`src/rtl/record_unpacker.sv`:
```
// -----------------------------------------------------------------------------
// record_unpacker
//
// Receive-side counterpart of the record packer. Reassembles one record per
// frame of LANES+1 beats: beat 0 carries the header field (bar), beats
// 1..LANES fill the lane array (baz) MSB lane first. The finished record is
// presented with a valid/ready hold; framing violations discard the frame and
// pulse err for one cycle.
//
// Optional feature macro: RECORD_UNPACKER_PARITY_EN
//   When defined, the in_par port exists and every accepted beat is checked
//   for even parity. A frame with any bad beat runs to its normal end, then
//   pulses err instead of presenting a record.
//
// Parameters:
//   HDR_W   header width (must be <= LANE_W)
//   LANES   number of baz lanes
//   LANE_W  beat and lane width
//
// Ports:
//   clk        clock, rising edge
//   rst        asynchronous active-high reset
//   in_valid   beat present
//   in_ready   beat accepted when in_valid && in_ready (depends on state only)
//   in_data    beat payload
//   in_last    final beat of a frame
//   in_par     even-parity bit of in_data (parity build only)
//   out_valid  record available (registered)
//   out_ready  consumer accepts record
//   out_bar    header field (registered)
//   out_baz    lane array (registered)
//   err        one-cycle pulse after a discarded frame's offending beat
// -----------------------------------------------------------------------------
module record_unpacker #(
   parameter int HDR_W  = 8,
   parameter int LANES  = 8,
   parameter int LANE_W = 42
) (
   input  logic                          clk,
   input  logic                          rst,
   input  logic                          in_valid,
   output logic                          in_ready,
   input  logic [LANE_W-1:0]             in_data,
   input  logic                          in_last,
`ifdef RECORD_UNPACKER_PARITY_EN
   input  logic                          in_par,
`endif
   output logic                          out_valid,
   input  logic                          out_ready,
   output logic [HDR_W-1:0]              out_bar,
   output logic [LANES-1:0][LANE_W-1:0]  out_baz,
   output logic                          err
);

   localparam int CNT_W = $clog2(LANES + 1);
   localparam logic [CNT_W-1:0] LAST_CNT = CNT_W'(LANES);

   typedef enum logic [1:0] {
      S_HEADER = 2'd0,
      S_BODY   = 2'd1,
      S_HOLD   = 2'd2,
      S_DRAIN  = 2'd3
   } state_t;

   state_t                        state_q, state_d;
   logic [CNT_W-1:0]              cnt_q, cnt_d;
   logic [HDR_W-1:0]              bar_q, bar_d;
   logic [LANES-1:0][LANE_W-1:0]  baz_q, baz_d;
   logic                          err_q, err_d;
   logic                          bad_q, bad_d;
   logic                          accept;
   logic                          par_err;

`ifdef RECORD_UNPACKER_PARITY_EN
   assign par_err = (in_par != ^in_data);
`else
   assign par_err = 1'b0;
`endif

   // in_ready is a pure function of the registered state: no path from
   // out_ready, so a HOLD handshake only re-opens the input next cycle.
   assign in_ready  = (state_q != S_HOLD);
   assign out_valid = (state_q == S_HOLD);
   assign out_bar   = bar_q;
   assign out_baz   = baz_q;
   assign err       = err_q;
   assign accept    = in_valid && in_ready;

   // ---------------------------------------------------------------------------
   // Next-state and datapath capture
   // ---------------------------------------------------------------------------
   always_comb begin
      state_d = state_q;
      cnt_d   = cnt_q;
      bar_d   = bar_q;
      baz_d   = baz_q;
      err_d   = 1'b0;
      bad_d   = bad_q;

      case (state_q)
         S_HEADER: begin
            if (accept) begin
               bar_d = in_data[HDR_W-1:0];
               cnt_d = CNT_W'(1);
               bad_d = par_err;
               if (in_last) begin
                  // Single-beat frame: framing error wins, one err only.
                  err_d = 1'b1;
                  cnt_d = '0;
                  bad_d = 1'b0;
               end else begin
                  state_d = S_BODY;
               end
            end
         end

         S_BODY: begin
            if (accept) begin
               // Beat cnt lands in lane LANES-cnt (MSB lane first).
               for (int l = 0; l < LANES; l++) begin
                  if (l == LANES - int'(cnt_q)) begin
                     baz_d[l] = in_data;
                  end
               end
               if (cnt_q == LAST_CNT) begin
                  cnt_d = '0;
                  bad_d = 1'b0;
                  if (!in_last) begin
                     err_d   = 1'b1;
                     state_d = S_DRAIN;
                  end else if (bad_q || par_err) begin
                     err_d   = 1'b1;
                     state_d = S_HEADER;
                  end else begin
                     state_d = S_HOLD;
                  end
               end else if (in_last) begin
                  err_d   = 1'b1;
                  cnt_d   = '0;
                  bad_d   = 1'b0;
                  state_d = S_HEADER;
               end else begin
                  cnt_d = cnt_q + CNT_W'(1);
                  bad_d = bad_q | par_err;
               end
            end
         end

         S_HOLD: begin
            if (out_ready) begin
               state_d = S_HEADER;
            end
         end

         S_DRAIN: begin
            // Already reported; swallow beats until the stray frame ends.
            if (accept && in_last) begin
               state_d = S_HEADER;
            end
         end

         default: begin
            state_d = S_HEADER;
            cnt_d   = '0;
            bad_d   = 1'b0;
         end
      endcase
   end

   // ---------------------------------------------------------------------------
   // State registers
   // ---------------------------------------------------------------------------
   always_ff @(posedge clk or posedge rst) begin
      if (rst) begin
         state_q <= S_HEADER;
         cnt_q   <= '0;
         bar_q   <= '0;
         baz_q   <= '0;
         err_q   <= 1'b0;
         bad_q   <= 1'b0;
      end else begin
         state_q <= state_d;
         cnt_q   <= cnt_d;
         bar_q   <= bar_d;
         baz_q   <= baz_d;
         err_q   <= err_d;
         bad_q   <= bad_d;
      end
   end

endmodule

```
`config.mk`:
```
export PLATFORM = sky130hd
export DESIGN_NAME = record_unpacker
export DESIGN_NICKNAME = d
export VERILOG_FILES = /design/src/rtl/record_unpacker.sv
export SDC_FILE = /design/constraint.sdc
export NUM_CORES = 1
export LEC_CHECK = 0
export CORE_ASPECT_RATIO = 1.75
export CORE_UTILIZATION = 53
export CTS_BUF_LIST = sky130_fd_sc_hd__clkbuf_4
export CTS_CLUSTER_DIAMETER = 200
export DETAILED_ROUTE_END_ITERATION = 7
export PLACE_DENSITY = 0.94
export SYNTH_ARGS = -nofsm -noshare
export SYNTH_HDL_FRONTEND = slang
export SYNTH_SLANG_ARGS = --single-unit
```
`constraint.sdc`:
```
create_clock -name clk -period 23.9 [get_ports clk]
set_input_delay 2.39 -clock clk [delete_from_list [all_inputs] [get_ports clk]]
set_output_delay 2.39 -clock clk [all_outputs]
set_load 0.02 [all_outputs]
```
==> results by group <==
Status
  – Outcome: finished, final reports clean

STA
  – Final period util: 0.229
  – Hold Slack: 0.503 ns
  – Final hold vios: 0
  – Final Skew: 0.0212 ns
  – # setup viols final: 0
  – Worst slew margin: 0.293
  – Setup WS post-layout: 18.43 ns
  – RSZ-0062 raised after global routing: no
  – Fmax: 0.183 GHz
  – Sum Neg Setup Slack: 0 ns
  – Worst Tran Pin Value: 1.06 ns
  – Slew Viols, Final: 0
  – Post-route minimum period: 5.47 ns

Worst hold path
  – HP Class: reg2reg

Yosys
  – Leading post-synthesis cells by cell area: dfrtp_1 64%, mux2_2 23%, mux2_4 7.2%
  – Most used flip-flop cell after synthesis: dfrtp_1
  – Unique masters post-synth: 33
  – Synth area leader: dfrtp_1
  – Mapped Nets: 852
  – Gate Count Post-Synth: 798
  – Mapped cell area: 13,800 µm²
  – Synth Warn #: 0
  – EDFF count, synth: 0
  – Post-synth top area share: 0.635
  – Mean Syn Cell Area: 17.3 µm²
  – Share of flip-flops with an asynchronous set or reset: 1.00
  – Sequential share of the synthesized area: 0.635
  – Synthesized flop and latch total: 351

Power
  – Clock network fraction of total power: 0.195
  – Sw frac: 0.346
  – Combinational Power Share: 0.416
  – Switching pwr: 0.804 mW
  – Power Density: 124 nW/µm²
  – Maximum vdd drop: 0.0916 mV
  – P_leak: 8.88 nW
  – Flop pwr share: 0.389
  – Cell Int Power: 1.52 mW

Detailed routing
  – Post-route DRC: 0
  – Initial drt markers: 281
  – DRT Pass-1 Iters: 4
  – Total wire length: 37,000 µm
  – Vias: 8,723
  – Wire length per cell: 23.0 µm
  – Remaining antenna violation count: 0
  – DR vias/cell: 5.41

Critical path
  – Crit path capture type: async pin
  – Data arrival, critical path: 6.22 ns
  – Crit-path max FO: 123
  – WP data required: 24.65 ns
  – CP max stage cell: buf_4
  – CP Class: in2async
  – CP startpoint kind: primary input
  – Crit-path most repeated cell: buf_4
  – CP max stage delay: 0.94 ns
  – CP cell instances: clkdlybuf4s50_1 > inv_8 > buf_4 > buf_4 > buf_4

Die
  – Io pins: 394
  – # rows: 77
  – Core footprint: 25,400 µm²
  – Die height: 216 µm
  – Die Width: 124 µm
  – Die ar.: 26,800 µm²
  – Initial Util: 0.543

Layout
  – Post-Layout Cell Count: 1,611
  – Layout area overhead: 35.8%
  – Layout Nets: 1,297
  – Fraction of layout cells with a size suffix above 1: 0.376

CTS
  – # resized after CTS: 0
  – CTS tree: done
  – CTS sink count: 351
  – Root buf cell: clkbuf_4
  – Total CTS buffers: 78
  – Max Root-Sink Buffers: 3
  – Post-CTS Setup Inserts: 0
  – Latest clock arrival within the worst-skew pair: 0.75 ns
  – CTS H-tree lvls: 3
  – Hold Buf Count CTS: 0
  – Clk slew on worst S/H paths: 0.07 ns

Placed design
  – Post-DP HPWL: 24,900 µm
  – Port Buffers: 393
  – Setup WS pre-CTS: 17.47 ns
  – Placed cells: 1,479
  – Final GP Congestion: 0.801

Global routing
  – First-pass GRT wire length: 56,300 µm
  – Vias in the first global route: 9,840
  – Total gr overflow: 0
  – Pin count of the biggest net entering global routing: 124
  – Antenna violations before repair: 1
  – Gr usage total: 0.287

Run
  – Max Cap Viol: 0
-- layer usage --
metal	share of wire	wire length, µm	vias up	GRT usage
met5	0	0	-	0
met4	0.053	1970	0	0.165
met2	0.53	19500	370	0.498
li1	-	-	3747	-
met3	0.068	2530	97	0.0869
met1	0.35	13000	4509	0.298
-- critical path, delay by kind of cell --
kind | cells | cell delay [ns]
buf+inv | 5 | 3.67
-- logic make-up (layout without fill, tap and decap cells) --
kind of cell,Yosys count,in the layout,synth area share
buffers and inverters,42,538,0.0300
DFF,351,351,0.635
adders and majority gates,7,7,0.00634
muxes,344,344,0.298
AOI/OAI and AO/OA,14,14,0.00833
and+or+nand+nor,40,40,0.0217
other,0,1,0
-- worst paths after layout --
check / start / endpoint / slack (ns) / depth (start not counted)
min reg2reg: out_baz[266] / out_baz[266] / 0.50 / 1
max reg2reg: cnt_q[0] / out_baz[163] / 20.70 / 7
max in group clk: state_q[0] / out_valid / 19.40 / 4
min: out_baz[266] / out_baz[266] / 0.50 / 1
min in group asynchronous: rst / out_baz[208] / 2.19 / 2
max: rst / out_baz[213] / 18.43 / 5
-- cell usage in the layout, fill, tap and decap left out, drive strengths merged --
cell           instances
clkdlybuf4s50        393
dfrtp                351
mux2                 344
clkbuf               113
clkinv                14
nand2                 13
inv                   10
ha                     7
buf                    7
nand3                  7
nor2                   7
o21ai                  4
a21oi                  3
nand2b                 3
o31ai                  2
nand3b                 2
nor3                   2
diode                  1
or2                    1
o2111ai                1
nor2b                  1
or3                    1
nor3b                  1
a31oi                  1
and3b                  1
and2b                  1
o22ai                  1
o41ai                  1
o2bb2ai                1
bufinv                 1
-- through the flow --
| stage | total power [mW] | utilization | instance area (µm²) |
|---|---|---|---|
| final | 2.32 | 0.738 | 18800 |
| after global routing | 2.43 | 0.738 | 18800 |
| after CTS | 2.34 | 0.738 | 18800 |
| after detailed placement | 1.88 | 0.701 | 17800 |
| after global placement | 1.84 | 0.701 | 17800 |
| after floorplan | 1.37 | - | 13800 |
-- sequential cells by signal, indices dropped and copies added, names as in the netlist --
name and count:
state_q 2, out_baz 336, out_bar 8, cnt_q 4, err 1
-- area by class of cell --
| cell class | count | area, µm² |
|---|---|---|
| Tap cell | 316 | 395 |
| Antenna cell | 1 | 2.50 |
| Fill cell | 1513 | 6660 |
| Multi-Input combinational cell | 405 | 4620 |
| Clock buffer | 113 | 848 |
| Sequential cell | 351 | 8780 |
| Clock inverter | 18 | 96.3 |
| Inverter | 7 | 33.8 |
| Timing Repair Buffer | 400 | 3990 |
-- cells in the mapped netlist, types with 4 or more instances --
cell / n
nand2_1: 13
dfrtp_1: 351
ha_1: 7
nand3_4: 4
nor2_4: 4
buf_6: 34
inv_1: 6
mux2_2: 278
mux2_4: 66
-- power groups by stage --
| stage | registers, mW | clock network, mW | logic [mW] |
|---|---|---|---|
| 6_report | 0.903 | 0.454 | 0.966 |
| 5_1_grt | 0.925 | 0.493 | 1.01 |
| 4_1_cts | 0.903 | 0.465 | 0.971 |
| 3_5_place_dp | 0.910 | 0 | 0.967 |
| 3_3_place_gp | 0.896 | 0 | 0.943 |
| 2_1_floorplan | 1.14 | 0 | 0.233 |
Power figures use the tool's default switching activity.
